--- src/rtl/timer_cnt_unit_pkg.sv ---
// timer_cnt_unit_pkg
//   Shared definitions for the 8-bit timer counting stage: clock-select
//   encodings, datapath widths and the counter extremes that the trigger
//   logic compares against to spot overflow and underflow.
package timer_cnt_unit_pkg;

  localparam int CNT_W = 8;
  localparam int DIV_W = 4;

  // cks encodings; the value is also the divider bit that drives clk_in.
  typedef enum logic [1:0] {
    CKS_DIV2  = 2'd0,
    CKS_DIV4  = 2'd1,
    CKS_DIV8  = 2'd2,
    CKS_DIV16 = 2'd3
  } cks_e;

  localparam logic [CNT_W-1:0] CNT_MAX = 8'hFF;
  localparam logic [CNT_W-1:0] CNT_MIN = 8'h00;

endpackage

--- src/rtl/timer_clk_div.sv ---
// timer_clk_div
//   Free-running 4-bit prescaler that produces the selected timer clock.
//   Ports:
//     pclk    in   system clock
//     presetn in   asynchronous active-low reset
//     en      in   timer enable; low clears the prescaler
//     cks     in   clock select (0..3 -> pclk/2 .. pclk/16)
//     clk_in  out  divided timer clock (mux of prescaler bits)
module timer_clk_div
  import timer_cnt_unit_pkg::*;
(
  input  logic       pclk,
  input  logic       presetn,
  input  logic       en,
  input  logic [1:0] cks,
  output logic       clk_in
);

  logic [DIV_W-1:0] div_cnt;

  // Clearing while disabled makes the first clk_in rise after enable land
  // exactly 2^cks cycles later, and forces clk_in low one edge after en
  // drops so no spurious edge reaches the trigger logic.
  always_ff @(posedge pclk or negedge presetn) begin
    if (!presetn) begin
      div_cnt <= '0;
    end else if (en) begin
      div_cnt <= div_cnt + DIV_W'(1);
    end else begin
      div_cnt <= '0;
    end
  end

  // Pure mux of flops: bit k toggles every 2^k cycles, period 2^(k+1).
  assign clk_in = div_cnt[cks];

endmodule

--- src/rtl/timer_cnt_unit.sv ---
// timer_cnt_unit
//   Counting stage of the 8-bit timer: prescaler plus 8-bit up/down counter
//   with a one-cycle-delayed copy used by the trigger logic for wrap detect.
//   Ports:
//     pclk         in   system clock
//     presetn      in   asynchronous active-low reset
//     cks          in   clock select for clk_in
//     en           in   timer enable
//     ud           in   count direction (0 up, 1 down)
//     load         in   load tdr into cnt and last_cnt
//     tdr          in   load value
//     count_enable in   one-pclk strobe from the trigger edge detector
//     clk_in       out  divided timer clock
//     cnt          out  counter value
//     last_cnt     out  counter value one pclk earlier (tdr on load)
module timer_cnt_unit
  import timer_cnt_unit_pkg::*;
(
  input  logic             pclk,
  input  logic             presetn,
  input  logic [1:0]       cks,
  input  logic             en,
  input  logic             ud,
  input  logic             load,
  input  logic [CNT_W-1:0] tdr,
  input  logic             count_enable,
  output logic             clk_in,
  output logic [CNT_W-1:0] cnt,
  output logic [CNT_W-1:0] last_cnt
);

  logic [CNT_W-1:0] cnt_next;

  timer_clk_div u_clk_div (
    .pclk    (pclk),
    .presetn (presetn),
    .en      (en),
    .cks     (cks),
    .clk_in  (clk_in)
  );

  // Modulo-256 step; ud is sampled only on the strobe itself.
  always_comb begin
    cnt_next = cnt;
    if (en && count_enable) begin
      cnt_next = ud ? (cnt - CNT_W'(1)) : (cnt + CNT_W'(1));
    end
  end

  // Load writes tdr into both registers so the pair can never read as
  // FF/00 or 00/FF across a load, i.e. a load cannot fake a wrap. Load also
  // overrides a coincident strobe, which is then lost.
  always_ff @(posedge pclk or negedge presetn) begin
    if (!presetn) begin
      cnt      <= CNT_MIN;
      last_cnt <= CNT_MIN;
    end else if (load) begin
      cnt      <= tdr;
      last_cnt <= tdr;
    end else begin
      cnt      <= cnt_next;
      last_cnt <= cnt;
    end
  end

endmodule

--- config.mk ---
export PLATFORM = sky130hd
export DESIGN_NAME = timer_cnt_unit
export DESIGN_NICKNAME = d
export VERILOG_FILES = /design/src/rtl/timer_cnt_unit_pkg.sv /design/src/rtl/timer_clk_div.sv /design/src/rtl/timer_cnt_unit.sv
export SDC_FILE = /design/constraint.sdc
export NUM_CORES = 1
export LEC_CHECK = 0
export ABC_AREA = 0
export BUFFER_PORTS_ARGS = -buffer_cell sky130_fd_sc_hd__buf_2
export CAP_MARGIN = 10
export CELL_PAD_IN_SITES_DETAIL_PLACEMENT = 0
export CELL_PAD_IN_SITES_GLOBAL_PLACEMENT = 1
export CORE_UTILIZATION = 41
export DETAILED_ROUTE_END_ITERATION = 8
export PLACE_DENSITY_LB_ADDON = 0.12
export SYNTH_ARGS = -nofsm -noshare
export SYNTH_HDL_FRONTEND = slang
export SYNTH_SLANG_ARGS = --single-unit
--- constraint.sdc ---
create_clock -name pclk -period 3.9 [get_ports pclk]
set_input_delay 0.585 -clock pclk [delete_from_list [all_inputs] [get_ports pclk]]
set_output_delay 0.585 -clock pclk [all_outputs]
set_load 0.01 [all_outputs]
# Word level (Yosys, flattened, before mapping)
# Index checks and enable logic that the tools add are counted.
[totals]
regBits = 20
[classes]
n_addsub = 3
n_reduce_logical = 2
order_cmp = 1
muxes = 7
[ops]
columns = ["operator", "count"]
rows = [
  ["$mux W8", 4],
  ["$add A8 B1 Y8 const B", 1],
  ["$sub A8 B1 Y8 const B", 1],
  ["$add A4 B1 Y4 const B", 1],
  ["$mux W4", 1],
  ["$lt A2 B3 Y1 const B", 1],
  ["$bmux W1 S2", 1],
  ["$reduce_bool A2 Y1", 1],
  ["$logic_and A1 B1 Y1", 1],
  ["$mux W1", 1],
]

# Longest topological paths before layout
[logic_depth]
word_depth = 4
ltp_mapped = 7
mapped_depth_nobuf = 7

# Hierarchy
# From an unflattened synthesis, not the netlist that was laid out.
[hier_totals]
cells_unflattened = 122
area_unflattened_um2 = 1203.7
[modules_own_cells]
columns = ["module", "n_inst", "area_each_um2", "seq_area_each_um2", "cells_per_inst"]
rows = [
  ["timer_cnt_unit", 1, 1016.0, 400.4, 108],
  ["timer_clk_div", 1, 187.7, 100.1, 14],
]

# Least setup slack after synthesis
# OpenSTA, ideal clock, no wires.
[synth_timing]
path_type = "in2reg"
startpoint = "input ud"
endpoint = "register cnt[6]"
arrival_ns = 1.980
slack_ns = 1.849
path_stages = 6
cell_sequence = "ha_1 -> nor2b_4 -> o31a_1 -> o21a_1 -> or4_1 -> nand4_1"
[synth_via]
elab_chain_cells = 3
[synth_lines]
columns = ["item", "line", "rtl"]
rows = [
  ["from (decl)", "timer_cnt_unit.sv:23", "input logic ud,"],
  ["$mux W8", "timer_cnt_unit.sv:46", "cnt_next = ud ? (cnt - CNT_W'(1)) : (cnt + CNT_W'(1));"],
  ["$mux W8", "timer_cnt_unit.sv:45", "if (en && count_enable) begin"],
  ["$mux W8", "timer_cnt_unit.sv:57", "end else if (load) begin"],
  ["to (signal assigned)", "timer_cnt_unit.sv:58", "cnt <= tdr;"],
  ["to (signal assigned)", "timer_cnt_unit.sv:61", "cnt <= cnt_next;"],
  ["to (decl)", "timer_cnt_unit.sv:28", "output logic [CNT_W-1:0] cnt,"],
]
# Every way passes these cells. The select of a mux whose other input is x is not followed.
# A chain may end at the register's enable or synchronous reset.

# Worst setup path after layout
[layout_timing]
startpoint = "input ud"
endpoint = "register cnt[7]"
# The elaborated chain is that of the path after synthesis.

==> impl_metrics.toml <==
[job]
maxCapViolations = 0

[layout]
n_antenna_cell = 0
design_area_um2 = 1405
fin_cells = 184
drive_above_1_share = 0.2876
syn_to_final_growth_pct = 17.72
final_core_util = 0.5095
final_nets = 178

[logic_synthesis]
syn-cell-area_um2 = 1194
synth.ff_latch_count = 20
syn_nets = 145
synth-seq-area-share = 0.4193
netlist_instances = 121
synth_top_cell_by_area = "dfrtp_1"
synth_edf_count = 0
synth_top_area_share = 0.4193
synth_cell_types = 40
synth_warnings = 0
synth.area.top_cells = "dfrtp_1 (42%), ha_1 (7.3%), o21ai_0 (5.0%), nand2_1 (3.1%), a21oi_1 (2.9%)"
synth-async-reset-ratio = 1.000
synth.avg_cell_area_um2 = 9.865
synth_ff_type = "dfrtp_1"

[critical_path]
critPathLaunchType = "input pin"
endpoint_kind = "flip-flop"
critical_path_class = "input pin to flip-flop"
arrival_ns = 2.24
cp.required_ns = 4.10
cp_max_fo = 10

[grt]
use_met3 = 0.02326
grt_max_degree = 30
antenna_found_initial = 0
grt_pass1_vias = 977
grtUsageMet1 = 0.2129
grt_pass1_wl_mm = 4.326
grt_use_total = 0.1776
grtUsageMet2 = 0.3150
grt-busiest-layer = "met2"
grt-ovfl-total = 0

[floorplan]
core_area_um2 = 2758
rows = 19
io_pins = 33
fp.dieH_um = 55.96
fp.dieW_um = 55.96
start_util = 0.4328
fp.dieArea_um2 = 3131

[clock_tree]
cts_resized = 0
postCtsHoldBufs = 0
cts_sinks = 20
ctsRootBufferMaster = "clkbuf_4"
clkTransAtPathRegs_ns = 0.12
cts-htree-levels = 1
cts_tree = "done"
clock_latency_ns = 0.31
postCtsSetupBuffers = 0
numCtsBuffers = 3
cts_max_path_buffers = 2

[pwr]
switchingPower_mw = 0.1684
power.total_mw = 0.5686
comb_power_share = 0.265
p_sw_frac = 0.2962
p_clk_frac = 0.305
vdd_drop_max_v = 0.0002847
internal-power_mw = 0.4002
p_leak_nw = 0.6910
pwr-share-seq = 0.430
p_per_area_nw_per_um2 = 404.7

[hold_path]
hp-class = "input pin to asynchronous set/reset pin"

[outcome]
status = "complete, no violations"

[timing]
timing.fmax_mhz = 489.9
period_share = 0.5234
final.min_clock_period_ns = 2.041
max_slew_margin = 0.6962
worst_slack_ns = 1.859
hold_slack_ns = 0.2046
rsz0062_at_grt = "false"
hold_violations = 0
report.final.slew_viol_count = 0
setup_tns_ns = 0
skew_ns = 0.001962
setup_viol = 0
worstMarginPinSlew_ns = 0.4558

[routing]
wl_per_cell_um = 13.81
vias = 997
drc_errors = 0
ant_nets = 0
drt_iter0_drc = 27
dr.pass1.iters = 4
viasPerCell = 5.418
drt-total-wl_mm = 2.541

[placement]
dp_slack_ns = 1.536
place_congestion = 0.7552
dp_hpwl_mm = 1.879
numPlacedInstances = 180
placed_area_um2 = 1353
portBuffers = 32
[layout by cell type (no fill, tap or decap), types with 3 or more instances in the layout]
| cell | Yosys | routed |
|---|---|---|
| dfrtp_1 | 20 | 20 |
| o21ai_0 | 12 | 12 |
| clkbuf_4 | 0 | 3 |
| o21a_1 | 3 | 3 |
| nand2_1 | 10 | 10 |
| nor3b_1 | 3 | 3 |
| a211oi_1 | 3 | 3 |
| nor2_1 | 5 | 5 |
| buf_2 | 0 | 32 |
| nor3_1 | 5 | 5 |
| and2_1 | 3 | 3 |
| nand3_1 | 3 | 3 |
| a21oi_1 | 7 | 7 |
| ha_1 | 7 | 7 |
| inv_1 | 8 | 8 |
[power groups by stage]
stage	sequential [mW]	combinational (mW)	clock, mW
2_1_floorplan	0.256	0.0940	0
3_3_place_gp	0.249	0.148	0
3_5_place_dp	0.250	0.151	0
4_1_cts	0.246	0.152	0.179
5_1_grt	0.248	0.171	0.183
6_report	0.245	0.151	0.173
[path summary, 6_finish.rpt]
path,from,end,slack [ns],depth (start not counted)
max,ud,cnt[7],1.86,7
min,presetn,cnt[7],0.20,1
max reg2reg,cnt[1],cnt[7],1.89,6
min reg2reg,u_clk_div.div_cnt[0],u_clk_div.div_cnt[0],0.51,1
max in group asynchronous,presetn,cnt[1],3.39,1
min in group pclk,tdr[5],cnt[5],0.49,3
[critical path, cell delays in order]
cell and delay [ns]:
buf_2 0.17, ha_1 0.34, a211oi_2 0.32, nor3_1 0.13, nor4_2 0.27, nor4_1 0.08, or3b_1 0.35
[Yosys cell counts, types with 5 or more instances]
cell / count
nor2_1: 5
nor3_1: 5
nand2_1: 10
o21ai_0: 12
inv_1: 8
a21oi_1: 7
dfrtp_1: 20
ha_1: 7
[sequential cells by signal, indices dropped and copies added, names as in the netlist]
name	count
u_clk_div.div_cnt	4
cnt	8
last_cnt	8
[cell families after synthesis]
family | Yosys count | share of synthesized area
adders and majority gates | 8 | 0.09014
muxes | 3 | 0.03669
DFF | 20 | 0.4193
xor gates and xnor gates | 3 | 0.02202
and+or+nand+nor | 43 | 0.2097
AOI/OAI and AO/OA | 32 | 0.1635
buffers and inverters | 12 | 0.05869
[per-layer routing]
metal	vias up	wire, µm
met3	5	110
met1	471	1093
li1	491	-
met2	30	1287
met4	0	49
met5	-	0
[final cells by class]
cell class,instances,area (µm²)
Clock buffer,3,22.52
Sequential cell,20,500.5
Clock inverter,1,30.03
Tap cell,31,38.79
Inverter,8,30.03
Fill cell,265,1353
Timing Repair Buffer,32,160.2
Multi-Input combinational cell,89,623.1
Power figures use the tool's default switching activity.
